--- config.mk ---
export PLATFORM = sky130hd
export DESIGN_NAME = varredura_display_flat
export DESIGN_NICKNAME = d
export VERILOG_FILES = /design/src/rtl/display_pkg.sv /design/src/rtl/varredura_display_if.sv /design/src/rtl/varredura_display_proximo_digito.sv /design/src/rtl/varredura_display.sv /design/src/flat_wrapper.sv
export SDC_FILE = /design/constraint.sdc
export NUM_CORES = 1
export LEC_CHECK = 0
export ABC_AREA = 1
export CAP_MARGIN = 0
export CORE_ASPECT_RATIO = 0.75
export CORE_UTILIZATION = 30
export CTS_BUF_LIST = sky130_fd_sc_hd__clkbuf_8
export DETAILED_ROUTE_END_ITERATION = 7
export PLACE_DENSITY = 0.57
export SYNTH_ARGS = -nofsm -noshare
export SYNTH_HDL_FRONTEND = slang
export SYNTH_SLANG_ARGS = --single-unit
--- constraint.sdc ---
create_clock -name clk -period 6.1 [get_ports clk]
set_input_delay 1.83 -clock clk [delete_from_list [all_inputs] [get_ports clk]]
set_output_delay 1.83 -clock clk [all_outputs]
set_load 0.02 [all_outputs]
--- src/rtl/display_pkg.sv ---
// display_pkg: shared types and constants for the 4-digit 7-segment scan controller.
package display_pkg;
    typedef enum logic [1:0] {IDLE, BLANK, DRIVE} estado_t;
    localparam logic [3:0] ANODOS_OFF = 4'b1111;
    localparam int N_DIGITOS = 4;
    localparam logic [3:0] MASCARA_PADRAO = 4'b1011;
endpackage

--- src/rtl/varredura_display_if.sv ---
// varredura_display_if: enable/mask inputs and scan outputs of the display controller.
interface varredura_display_if;
    logic       habilita;
    logic [3:0] mascara_digitos;
    logic [1:0] seletor;
    logic [3:0] anodos;
    logic       blank;
    logic       fim_varredura;
    modport master (output habilita, mascara_digitos, input seletor, anodos, blank, fim_varredura);
    modport slave (input habilita, mascara_digitos, output seletor, anodos, blank, fim_varredura);
endinterface

--- src/rtl/varredura_display_proximo_digito.sv ---
// proximo_digito: next enabled digit strictly above indice, circularly, plus wrap flag.
module proximo_digito
    import display_pkg::*;
(
    input  logic [1:0] indice,
    input  logic [3:0] mascara,
    output logic [1:0] proximo,
    output logic       volta
);
    // Walk from farthest to nearest so the nearest enabled candidate wins; k=4 is indice itself.
    always_comb begin
        proximo = indice;
        for (int k = N_DIGITOS; k >= 1; k--)
            if (mascara[indice + 2'(k)]) proximo = indice + 2'(k);
    end
    assign volta = proximo <= indice;
endmodule

--- src/rtl/varredura_display.sv ---
// varredura_display: multiplexed 7-segment scan with blanking gap and masked-digit skipping.
module varredura_display
    import display_pkg::*;
#(
    parameter int DIV_REFRESH  = 50000,
    parameter int BLANK_CYCLES = 500
) (
    input  logic                 clk,
    input  logic                 reset,
    varredura_display_if.slave   bus
);
    localparam int MAXC = DIV_REFRESH > BLANK_CYCLES ? DIV_REFRESH : BLANK_CYCLES;
    localparam int CW = MAXC > 1 ? $clog2(MAXC) : 1;
    localparam logic [CW-1:0] B_LAST = CW'(BLANK_CYCLES - 1);
    localparam logic [CW-1:0] D_LAST = CW'(DIV_REFRESH - 1);

    estado_t       state_q, state_d;
    logic [CW-1:0] cnt_q, cnt_d;
    logic [1:0]    seletor_q, seletor_d;
    logic [3:0]    anodos_q, anodos_d;
    logic          blank_q, blank_d;
    logic          fim_q, fim_d;
    logic [1:0]    prox;
    logic          volta;

    // From IDLE, searching above index 3 yields the lowest enabled digit.
    proximo_digito u_prox (
        .indice  (state_q == IDLE ? 2'd3 : seletor_q),
        .mascara (bus.mascara_digitos),
        .proximo (prox),
        .volta   (volta)
    );

    always_ff @(posedge clk) begin
        if (reset) begin
            state_q   <= IDLE;
            cnt_q     <= '0;
            seletor_q <= 2'd0;
            anodos_q  <= ANODOS_OFF;
            blank_q   <= 1'b1;
            fim_q     <= 1'b0;
        end else begin
            state_q   <= state_d;
            cnt_q     <= cnt_d;
            seletor_q <= seletor_d;
            anodos_q  <= anodos_d;
            blank_q   <= blank_d;
            fim_q     <= fim_d;
        end
    end

    always_comb begin
        state_d   = state_q;
        cnt_d     = cnt_q;
        seletor_d = seletor_q;
        if (!bus.habilita) begin
            state_d = IDLE;
            cnt_d   = '0;
        end else begin
            case (state_q)
                IDLE: if (|bus.mascara_digitos) begin
                    state_d   = BLANK;
                    seletor_d = prox;
                    cnt_d     = '0;
                end
                BLANK: if (cnt_q == B_LAST) begin
                    state_d = DRIVE;
                    cnt_d   = '0;
                end else cnt_d = cnt_q + 1'b1;
                DRIVE: if (cnt_q == D_LAST) begin
                    state_d   = |bus.mascara_digitos ? BLANK : IDLE;
                    seletor_d = |bus.mascara_digitos ? prox : seletor_q;
                    cnt_d     = '0;
                end else cnt_d = cnt_q + 1'b1;
                default: state_d = IDLE;
            endcase
        end
    end

    // Outputs are precomputed from the next state so they register alongside it.
    always_comb begin
        anodos_d = state_d == DRIVE ? ~(4'b0001 << seletor_d) : ANODOS_OFF;
        blank_d  = state_d != DRIVE;
        fim_d    = state_q == DRIVE && state_d == BLANK && volta;
    end

    assign bus.seletor       = seletor_q;
    assign bus.anodos        = anodos_q;
    assign bus.blank         = blank_q;
    assign bus.fim_varredura = fim_q;
endmodule

--- src/flat_wrapper.sv ---
// flat-port wrapper written by rule: the top's interface ports become plain ports
module varredura_display_flat import display_pkg::*;
#(
    parameter int DIV_REFRESH  = 50000,
    parameter int BLANK_CYCLES = 500
)
  (clk, reset, bus_habilita, bus_mascara_digitos, bus_seletor, bus_anodos, bus_blank, bus_fim_varredura);
  varredura_display_if bus_i ();
  input  logic clk;
  input  logic reset;
  input wire logic [$bits(bus_i.habilita)-1:0] bus_habilita;
  input wire logic [$bits(bus_i.mascara_digitos)-1:0] bus_mascara_digitos;
  output wire logic [$bits(bus_i.seletor)-1:0] bus_seletor;
  output wire logic [$bits(bus_i.anodos)-1:0] bus_anodos;
  output wire logic [$bits(bus_i.blank)-1:0] bus_blank;
  output wire logic [$bits(bus_i.fim_varredura)-1:0] bus_fim_varredura;
  assign bus_i.habilita = bus_habilita;
  assign bus_i.mascara_digitos = bus_mascara_digitos;
  assign bus_seletor = bus_i.seletor;
  assign bus_anodos = bus_i.anodos;
  assign bus_blank = bus_i.blank;
  assign bus_fim_varredura = bus_i.fim_varredura;
  varredura_display #(.DIV_REFRESH(DIV_REFRESH), .BLANK_CYCLES(BLANK_CYCLES)) u_core (.clk(clk), .reset(reset), .bus(bus_i));
endmodule
==> key figures <==
Worst setup path
  – Worst Path Arrival: 3920 ps
  – Startpoint types: input port
  – Setup crit start: bus_mascara_digitos[0]
  – Worst reg-to-reg path cell count: 18
  – CP Data Required Time: 6290 ps
  – Setup CP Type: input port to flip-flop
  – FF-to-FF setup slack: 3380 ps
  – End of the critical path: u_core.bus.fim_varredura$_SDFF_PP0_
  – Worst reg2reg startpoint: u_core.state_q[0]$_SDFF_PP0_
  – CP endpoint kind: flip-flop
  – Reg-to-Reg End: u_core.bus.fim_varredura$_SDFF_PP0_
  – Max FO, Critical Path: 2

Synthesis
  – Post-synth ARST share: 0
  – Synth Net Count: roughly 280
  – Synthesized cell area: between 1500 and 2000 µm²
  – Post-Synthesis Cells: 262
  – #FFs+latches synth: 26
  – Synth warn: 0
  – Synth area leader: dfxtp_1
  – Post-synth EDFFs: 0
  – Yosys cell types: 29
  – Ys flop type: dfxtp_1
  – Register area share after synthesis: 0.313
  – Share of the synthesized area in the top cell type: 0.313
  – Post-Syn Area per Cell: approximately 6.3 µm²
  – Most frequent cells after synthesis: 60 x nand2_1, 40 x inv_1, 29 x nor2_1, 26 x dfxtp_1, 23 x nand3_1
  – Synth area leaders: dfxtp_1 31%, nand2_1 14%, inv_1 9.0%, nand3_1 6.9%, nor2_1 6.6%
  – Most frequent cell after synthesis: nand2_1

Clock tree
  – Maximum clock insertion buffer count: 2
  – Clock root buffer master: clkbuf_8
  – PostCTS Resize Cnt: 0
  – Clk_lat worst skew: about 270 ps
  – Total clock sinks: 26
  – Inserted Clock Buffers: 3
  – H-tree levels: 1
  – Worst-path clk slew: ~90 ps
  – Post-CTS setup buffers: 0
  – CTS tree: yes
  – CTS Hold Bufs: 0

STA
  – Final slew viol count: 0
  – Final-report setup violation count: 0
  – Max Clock Skew: around 4.6 ps
  – Peak Freq: 268 MHz
  – Slew HR: 0.592
  – Worst slew pin tran: 609 ps
  – Unrepaired setup endpoints after global routing: no
  – Final count of hold timing violations: 0
  – Minimum clock period: between 3000 and 4000 ps
  – Setup TNS: 0 ps
  – Fin crit share: 0.612

Floorplan
  – Initial cell density of the core: 0.312
  – IO Pins: 15
  – Die area: slightly below 6000 µm²
  – Num rows: 23
  – Die height: 66.4 µm
  – Core area: around 5300 µm²
  – DIE WIDTH: between 80 and 90 µm

Finish
  – Register area: 520 µm²
  – # diodes: 0
  – Multi-input combinational cell area: approximately 970 µm²
  – Final-stage net count: ~300
  – Synth-to-layout area growth: 17.9%
  – Fillers: ~580
  – Share of cells above drive strength 1: 0.0896

Drt
  – Residual DRC count: 0
  – WL final: 3870 µm
  – Via/cell ratio: roughly 4.7
  – Via count: ~1700
  – Drt first pass iters: 5
  – Antenna Nets Post-Route: 0
  – Initial drt markers: 130
  – WL/cell: 10.9 µm

Placed design
  – Port-buffer cells: 14
  – Detailed placer's ending HPWL: about 3200 µm
  – RePlAce Congestion: 0.898

Pwr
  – PwrDens: 190 nW/µm²
  – Pleak: ~0.0008 µW
  – Overall power: 373 µW
  – Worst VDD drop: about 0.12 mV

Hold path
  – Worst min-delay path category: flip-flop to flip-flop

GRT
  – Initial antenna violation count: 0
  – GRT Total Usage: 0.135
  – Vias in the first global route: about 1300
  – Grt total ovfl: 0
  – First-pass GRT wire length: roughly 6300 µm
  – Largest net degree at the start of global routing: 16

Flow run
  – Max cap viols: 0

Outcome
  – Outcome: complete, no violations
==> cell families (layout without fill, tap and decap cells) <==
logic type | count (synthesis) | in the layout | share of synthesized area
adders and majority gates | 6 | 6 | 0.0452
and+or+nand+nor | 147 | 147 | 0.400
buffers and inverters | 44 | 61 | 0.102
AOI/OAI and AO/OA | 39 | 39 | 0.139
DFF | 26 | 26 | 0.313
==> worst min-delay path by stage <==
stage	cells after the start	slack, ps	end	startpoint
3_3_place_gp	2	490	u_core.cnt_q[1]$_SDFFE_PP0P_	u_core.cnt_q[1]$_SDFFE_PP0P_
5_1_grt	2	520	u_core.cnt_q[1]$_SDFFE_PP0P_	u_core.cnt_q[1]$_SDFFE_PP0P_
6_report	2	490	u_core.cnt_q[1]$_SDFFE_PP0P_	u_core.cnt_q[1]$_SDFFE_PP0P_
2_1_floorplan	2	460	u_core.cnt_q[1]$_SDFFE_PP0P_	u_core.cnt_q[1]$_SDFFE_PP0P_
4_1_cts	2	500	u_core.cnt_q[1]$_SDFFE_PP0P_	u_core.cnt_q[1]$_SDFFE_PP0P_
3_5_place_dp	2	480	u_core.cnt_q[1]$_SDFFE_PP0P_	u_core.cnt_q[1]$_SDFFE_PP0P_
==> worst max-delay path, cell delays in order <==
cell and delay, ps:
clkdlybuf4s50_1 480, inv_1 60, o21ai_1 170, nand2_1 90, o21ai_1 80, nand2_1 60
nand2_1 60, nand2_1 40, nand2_1 80, inv_1 50, ha_1 270, inv_1 70
nor2_1 50, o22ai_1 230, nand3_1 110, nor3_1 180
==> layout by cell type (no fill, tap or decap), types with 2 or more instances in the layout <==
master	count
ha_1	6
clkdlybuf4s50_1	14
a21oi_1	10
o211ai_1	2
inv_1	40
nand2_1	60
clkbuf_8	3
o21ai_1	4
nand3_1	23
o21ai_0	12
inv_2	3
nor2_1	29
nor4_1	2
nand2_2	10
dfxtp_1	26
nand4_1	5
a211oi_1	3
nor3_1	11
o21ai_2	2
nor2_2	3
==> final cells by class <==
class                      count  area share
tap                           75      0.0479
clock inverter                 1      0.0153
timing repair buffer          14      0.0716
sequential                    26       0.266
multi-input combinational    192       0.496
inverter                      43      0.0824
clock buffer                   3      0.0211
==> where the power goes <==
group | internal (µW) | switching, µW | total (µW) | leakage (µW)
Combinational | 19.7 | 36.1 | 55.8 | 0.000561
Clock | 87.7 | 54.6 | 142 | 0.0000357
Sequential | 171 | 3.35 | 175 | 0.000210
==> flip-flops by register name, indices dropped and copies added, names as in the netlist <==
register	cells
u_core.bus.anodos	4
u_core.bus.fim_varredura	1
u_core.state_q	2
u_core.cnt_q	16
u_core.bus.blank	1
u_core.bus.seletor	2
==> routing by layer <==
layer | GRT usage | routed length, µm
met1 | 0.226 | 2080
met2 | 0.177 | 1500
met3 | 0.0225 | 263
met4 | 0.0123 | 17
met5 | 0 | 0
==> stage by stage <==
step                area [µm²]  utilization  hold slack, ps  std cells  setup WS, ps
floorplan                 1660            -             461        262          2920
global placement          1890        0.354             491        350          2150
detailed placement        1890        0.354             481        350          2130
CTS                       1960        0.368             496        354          2390
global route              1960        0.368             521        354          2180
finish                    1960        0.368             490        354          2360
No activity file was read; power rests on OpenSTA's default activity.
